**src/rtl/q2_seq_pkg.sv**
```systemverilog
// q2_seq_pkg: shared state encoding, phase codes and opcode decode for the Q2 sequencer.
package q2_seq_pkg;

    typedef enum logic [2:0] {FETCH, DEREF, LOAD, EXEC, ALU, HALT} state_t;

    // Phase codes as seen by the decoder on {s1, s0}
    localparam logic [1:0] PH_FETCH = 2'b00;
    localparam logic [1:0] PH_DEREF = 2'b01;
    localparam logic [1:0] PH_LOAD  = 2'b10;
    localparam logic [1:0] PH_EXEC  = 2'b11;

    function automatic logic alu_op(input logic o0, input logic o1, input logic o2);
        return (o0 | o1) & o2;
    endfunction

endpackage

```
**src/rtl/q2_sequencer_edge_det.sv**
```systemverilog
// q2_edge_det: registers a level input and flags its rising edge in the same cycle.
module q2_edge_det (
    input  logic clk,
    input  logic rst,
    input  logic d,
    output logic rise
);

    logic prev;

    always_ff @(posedge clk or posedge rst) begin
        if (rst) prev <= 1'b0;
        else     prev <= d;
    end

    assign rise = d & ~prev;

endmodule

```
**src/rtl/q2_sequencer.sv**
```systemverilog
// q2_sequencer: two-clock-per-state CPU sequencer with ALU shift steps and front-panel run/halt/deposit.
// Optional single-step control (step_sw) is built when Q2_SINGLE_STEP_EN is defined.
module q2_sequencer
    import q2_seq_pkg::*;
#(
    parameter int SHIFT_CYCLES = 12,
    parameter int CNT_W        = 4
) (
    input  logic clk,
    input  logic rst,
`ifdef Q2_SINGLE_STEP_EN
    input  logic step_sw,
`endif
    input  logic run_sw,
    input  logic dep_sw,
    input  logic deref,
    input  logic o0,
    input  logic o1,
    input  logic o2,
    output logic s0,
    output logic s1,
    output logic s2,
    output logic s3,
    output logic ws,
    output logic halted,
    output logic dep_ws
);

    localparam logic [CNT_W-1:0] LAST = CNT_W'(SHIFT_CYCLES - 1);

    state_t           state, state_n;
    logic             strobe, strobe_n;
    logic [CNT_W-1:0] cnt, cnt_n;
    logic             dep_n, dep_rise, go, park, step_go;

    q2_edge_det u_dep (.clk(clk), .rst(rst), .d(dep_sw), .rise(dep_rise));

`ifdef Q2_SINGLE_STEP_EN
    logic step_rise, stepping;

    q2_edge_det u_step (.clk(clk), .rst(rst), .d(step_sw), .rise(step_rise));

    // Latched on leaving HALT; forces a return to HALT after this one instruction
    always_ff @(posedge clk or posedge rst) begin
        if (rst)                stepping <= 1'b0;
        else if (state == HALT) stepping <= step_rise;
    end

    assign step_go = step_rise;
    assign park    = ~run_sw | stepping;
`else
    assign step_go = 1'b0;
    assign park    = ~run_sw;
`endif

    assign go = run_sw | step_go;

    always_ff @(posedge clk or posedge rst) begin
        if (rst) begin
            state  <= HALT;
            strobe <= 1'b0;
            cnt    <= '0;
            dep_ws <= 1'b0;
        end else begin
            state  <= state_n;
            strobe <= strobe_n;
            cnt    <= cnt_n;
            dep_ws <= dep_n;
        end
    end

    always_comb begin
        state_n  = state;
        strobe_n = 1'b0;
        cnt_n    = cnt;
        dep_n    = 1'b0;
        if (state == HALT) begin
            state_n = go ? FETCH : HALT;
            dep_n   = dep_rise & ~go;
        end else begin
            strobe_n = ~strobe;
            if (strobe) begin
                case (state)
                    FETCH:   state_n = deref ? DEREF : (o2 ? EXEC : LOAD);
                    DEREF:   state_n = o2 ? EXEC : LOAD;
                    LOAD:    state_n = EXEC;
                    EXEC: begin
                        state_n = alu_op(o0, o1, o2) ? ALU : (park ? HALT : FETCH);
                        cnt_n   = '0;
                    end
                    default: begin
                        state_n = (cnt == LAST) ? (park ? HALT : FETCH) : ALU;
                        cnt_n   = cnt + 1'b1;
                    end
                endcase
            end
        end
    end

    // ALU steps keep the EXEC phase code so the decoder sees EXEC plus the shift bits
    assign {s1, s0} = (state == DEREF) ? PH_DEREF :
                      (state == LOAD)  ? PH_LOAD  :
                      (state == EXEC || state == ALU) ? PH_EXEC : PH_FETCH;
    assign s2     = (state == ALU) && (cnt < LAST);
    assign s3     = (state == ALU) && (cnt == LAST);
    assign ws     = strobe;
    assign halted = (state == HALT);

endmodule

```
**config.mk**
```make
export PLATFORM = sky130hd
export DESIGN_NAME = q2_sequencer
export DESIGN_NICKNAME = d
export VERILOG_FILES = /design/src/rtl/q2_seq_pkg.sv /design/src/rtl/q2_sequencer_edge_det.sv /design/src/rtl/q2_sequencer.sv
export SDC_FILE = /design/constraint.sdc
export NUM_CORES = 1
export LEC_CHECK = 0
export BUFFER_PORTS_ARGS = -buffer_cell sky130_fd_sc_hd__clkbuf_2
export CAP_MARGIN = 0
export CORE_MARGIN = 1.5
export CORE_UTILIZATION = 46
export DETAILED_ROUTE_END_ITERATION = 10
export GPL_TIMING_DRIVEN = 1
export MAX_ROUTING_LAYER = met4
export PLACE_DENSITY_LB_ADDON = 0.15
export SYNTH_ARGS = -nofsm -noshare
export SYNTH_HDL_FRONTEND = slang
export SYNTH_SLANG_ARGS = --single-unit
```
**constraint.sdc**
```tcl
create_clock -name clk -period 1.3 [get_ports clk]
set_clock_uncertainty 0.05 [all_clocks]
set_input_delay 0.065 -clock clk [delete_from_list [all_inputs] [get_ports clk]]
set_output_delay 0.065 -clock clk [all_outputs]
set_load 0.05 [all_outputs]
```
=== Word-level counts from Yosys, hierarchy flattened ===
Cells that the tools add are included.
W data, S select, Z words.

* Add/subtract/negate cells: 1
* Order comparisons: 1
* Eq/ne operators: 6
* Mux-type cells: 14
* Bitwise gates (word level): 9
* Reduce and logical (&&, ||, !) cells: 7

{| class="wikitable"
|+ Operators by type and width
! cell !! count
|-
| $mux W3 || 6
|-
| $pmux W3 S4 || 1
|-
| $pmux W4 S2 || 1
|-
| $eq A3 B2 Y1 const B || 2
|-
| $eq A3 B3 Y1 const B || 2
|-
| $mux W2 || 3
|-
| $not A1 Y1 || 5
|-
| $add A4 B1 Y4 const B || 1
|-
| $eq A4 B4 Y1 const B || 1
|-
| $lt A4 B4 Y1 const B || 1
|-
| $and A1 B1 Y1 || 3
|-
| $eq A3 B1 Y1 const B || 1
|-
| $logic_not A3 Y1 || 1
|-
| $mux W1 || 3
|-
| $reduce_and A3 Y1 || 1
|-
| $reduce_or A3 Y1 || 1
|-
| $logic_and A1 B1 Y1 || 2
|-
| $reduce_bool A2 Y1 || 1
|-
| $logic_or A1 B1 Y1 || 1
|-
| $or A1 B1 Y1 || 1
|}

* Register bits after elaboration: 10
* Input port bits: 8
* Output and inout port bits: 7

=== Depth between registers and ports, before layout ===
* Word-level depth: 6
* Mapped depth: 5
* Gate-level depth less buffers: 4

=== Hierarchy ===
From an unflattened synthesis, not the netlist that was laid out.

* Cell total of the unflattened synthesis: 71
* Area total of the unflattened synthesis: 661.9 um^2

{| class="wikitable"
|+ Modules (own cells, without submodules)
! module !! times used !! cells each !! area each (um^2)
|-
| q2_sequencer || 1 || 68 || 619.3
|-
| q2_edge_det || 1 || 3 || 42.5
|}

=== Least setup slack after synthesis ===
Ideal clock, no wire load.

* Path kind: flip-flop to output port
* From: register state[0]
* To: output s0
* Data arrival time: 1.871 ns
* Required time: 1.185 ns
* Path slack: -0.686 ns
* Stages on the path, launching flop included: 4
* Cells stage by stage: dfstp_2 > buf_4 > clkinv_2 > o21ai_0

* Word-level cells in the longest chain between the ends: 5

{| class="wikitable"
|+ RTL lines
! element !! line !! text
|-
| from (decl) || q2_sequencer.sv:31 || <nowiki>state_t state, state_n;</nowiki>
|-
| from (signal assigned) || q2_sequencer.sv:65 || <nowiki>state <= state_n;</nowiki>
|-
| $eq A3 B2 Y1 or $eq A3 B3 Y1 (tied branches) || q2_sequencer.sv:103 || <nowiki>(state == EXEC || state == ALU) ? PH_EXEC : PH_FETCH;</nowiki>
|-
| $logic_or A1 B1 Y1 || q2_sequencer.sv:103 ||
|-
| $mux W2 || q2_sequencer.sv:103 ||
|-
| $mux W2 || q2_sequencer.sv:102 || <nowiki>(state == LOAD) ? PH_LOAD :</nowiki>
|-
| $mux W2 * || q2_sequencer.sv:101 || <nowiki>assign {s1, s0} = (state == DEREF) ? PH_DEREF :</nowiki>
|-
| to (decl) || q2_sequencer.sv:20 || <nowiki>output logic s0,</nowiki>
|}

Every way passes the cells marked *; elsewhere a longest branch is shown, timed or not.

=== Final worst setup path ===
* From: register state[2]
* To: output s3

* Word-level cells in the longest chain between the ends: 2

{| class="wikitable"
|+ RTL lines
! element !! line !! text
|-
| $eq A3 B3 Y1 || q2_sequencer.sv:105 || <nowiki>assign s3 = (state == ALU) && (cnt == LAST);</nowiki>
|-
| $logic_and A1 B1 Y1 || q2_sequencer.sv:105 ||
|-
| to (decl) || q2_sequencer.sv:23 || <nowiki>output logic s3,</nowiki>
|}

Every way passes these cells.

==> metrics.txt <==
Final setup viols=11; Avg WL per Cell=17.4 microns; worst path required time=1190 ps; syn_area_per_cell=8.92 sq um; Placed Area=901 sq um; Switching Share=45.6%; static leakage=0.000576 uW; PD cells=2960 mW/mm^2; Worst Path Max Fanout=3; clock sinks=10; Yosys Warn Count=0; DR pass1 iterations=4; first-pass GRT wire length=3600 microns; vias per inst=5.88; Pint=1920 uW; fin crit period=1480 ps; starting density of the core=51.6%; share of layout cells above drive strength 1=54.9%; worst setup margin=-184 ps; crit-path leading delay family=flip-flops; Die W=42.1 microns; Hold Path End=state[0]; #FFs+latches synth=10; Top FF cell, synth=dfrtp_1; Worst Tran Pin Value=372 ps; HP Class=in2reg; Critical Path AT=1370 ps; Post-Layout Cell Count=137; Mapped Cells=79; later-pin clock latency in the skew report=270 ps; Buffers on Ports=14; hold path start=deref; GRT Util Overall=27.5%; DRC errors left=0; relative slew slack=75.2%; status=complete, but fails checks; antenna fix cells=0; Syn Nets=88; largest net degree at the start of global routing=16; antenna-violating nets left=0; Slowest cell on crit path=dfstp_2; vias in the first global route=779; grt ovf=0; area growth from synthesis to layout=68.7%; via count=806; total routed wirelength=2380 microns; setup TNS=-1280 ps; CP peak stage delay=550 ps; Final Hold Viols=0; Reg2Reg Capture Point=state[0]; TritonCTS clock tree=yes; synthesized cell area=704 sq um; FMAX=674 MHz; die area=0.00177 sq mm; Num CTS Buffers=3; Max Cap Viol=0; CTS root buf=clkbuf_4; Synth cell types=37; fillcell total=64; Clk pin slew, worst setup/hold paths=60 ps; gpl congestion=0.816; initial antenna violation count=0; Worst Path Buf+Inv=1; # H-tree levels=1; startpoint types=flop; final net count=132; number of synthesized flops with an enable pin=0; combinational group share of total power=74.7%; DP Cell Count=119; sequential share of power=18.9%; crit share post-route=114%; flop-to-flop setup slack=-130 ps; IO Count=15; fin area=0.00119 sq mm; RSZ-0062 raised after global routing=true; Power, Total=3520 uW; sequential fraction of the synthesis area=35.9%; failing checks=negative setup slack; CP Class=reg2out; dpl hpwl=1280 microns; asr flop ratio synth=100%; VDD IR-drop max=1.87 mV; Clock Path Buffers=2; Die H=42.1 microns; P_sw=1600 uW; Hold Path Stages=3; 1st-iter DRT viols=26; clock power share=6.4%; Final Slew Violations=0; cells on worst reg2reg path=4; crit path capture type=output pin; Rows=13; core area=0.00137 sq mm; Crit Reg-Reg Startpoint=state[2]; worst path cell trace=and2b_2, nand2_4, nor2_4, buf_8
-- how the worst max path moves through the flow --
stage	start	to	slack (ps)	cells past startpoint
2_1_floorplan	cnt[1]	cnt[1]	-70	4
3_3_place_gp	cnt[1]	cnt[1]	-50	4
3_5_place_dp	cnt[1]	cnt[1]	-110	4
4_1_cts	state[2]	s2	-150	3
5_1_grt	state[1]	s3	-240	4
6_report	state[2]	s3	-180	4
-- state kept, by name, indices dropped and copies added, names as in the netlist --
register and cells:
cnt 4, dep_ws 1, state 3, u_dep.prev 1, ws 1
-- synthesized netlist by cell type, types with 2 or more instances --
cell type / n / share of area (%)
a21oi_1: 8 / 5.7
dfrtp_1: 8 / 28
o21ai_0: 6 / 4.3
inv_1: 5 / 2.7
nor2_1: 5 / 2.7
nand2_1: 4 / 2.1
and3_1: 3 / 2.7
nand3b_1: 3 / 3.2
a31o_2: 2 / 2.5
and4_1: 2 / 2.5
buf_2: 2 / 1.4
buf_4: 2 / 2.1
buf_6: 2 / 3.2
dfstp_2: 2 / 7.5
nand4_1: 2 / 1.8
nand4b_1: 2 / 2.5
-- power groups by stage --
| stage | clock network [uW] | logic (uW) | registers, uW |
|---|---|---|---|
| 2_1_floorplan | 0 | 1310 | 631 |
| 3_3_place_gp | 0 | 1760 | 637 |
| 3_5_place_dp | 0 | 1800 | 640 |
| 4_1_cts | 229 | 2380 | 665 |
| 5_1_grt | 251 | 2790 | 683 |
| 6_report | 224 | 2630 | 665 |
-- logic make-up after synthesis --
| kind of cell | Yosys count | synth area share (%) |
|---|---|---|
| buffers and inverters | 12 | 10.1 |
| AND/OR/NAND/NOR | 29 | 25.6 |
| flip-flops | 10 | 35.9 |
| multiplexers | 1 | 1.60 |
| adder cells (fa/ha/maj) | 1 | 1.78 |
| AO/OA/AOI/OAI | 26 | 25.0 |
-- cell type report --
| cell class | count | area (sq um) | area share (%) |
|---|---|---|---|
| flip-flops and latches | 10 | 254 | 21.4 |
| multi-input cells | 57 | 468 | 39.4 |
| well taps | 15 | 18.8 | 1.58 |
| inverters | 6 | 27.5 | 2.32 |
| repair buffers | 45 | 394 | 33.2 |
| clock buffers | 4 | 26.3 | 2.21 |
-- worst reg2reg max path: stages, from the launching register on --
cell,delay [ps]
dfstp_2,550
and2b_2,200
buf_4,120
nor3_1,40
a2111o_1,400
-- repair_timing --
action | in CTS | in global routing
buffers inserted | 8 | 4
pin swaps | 10 | 3
setup endpoints to repair | 10 | 12
gates resized for setup | 32 | 7
hold buffers | 2 | 0
endpoints found under the hold margin | 11 | 0
-- placed cells by master (no fill, tap or decap), types with 3 or more instances in the layout --
cell type	synthesis	final
buf_8	0	4
buf_4	2	22
dfrtp_1	8	7
clkbuf_2	0	8
clkbuf_4	0	3
inv_1	5	4
buf_6	2	7
nand2_1	4	3
nand3b_1	3	3
a21oi_1	8	8
o21ai_0	6	3
o21ai_2	0	3
nor2_1	5	3
-- stage by stage --
stage               worst slack (ps)  hold slack (ps)  util [%]
finish                          -184              143      87.0
global route                    -241              130      87.0
CTS                             -150              105      84.4
detailed placement              -107            -11.4      65.9
global placement               -45.1            -23.5      65.9
floorplan                      -70.5             -146         -
-- layer usage --
metal	global-route usage, %	wire length (microns)	vias to the layer above
met5	-	0	-
met4	13.8	89	0
met3	2.16	162	9
met2	46.3	1160	46
met1	33.1	967	369
li1	-	-	382
No activity file was read; power rests on OpenSTA's default activity.
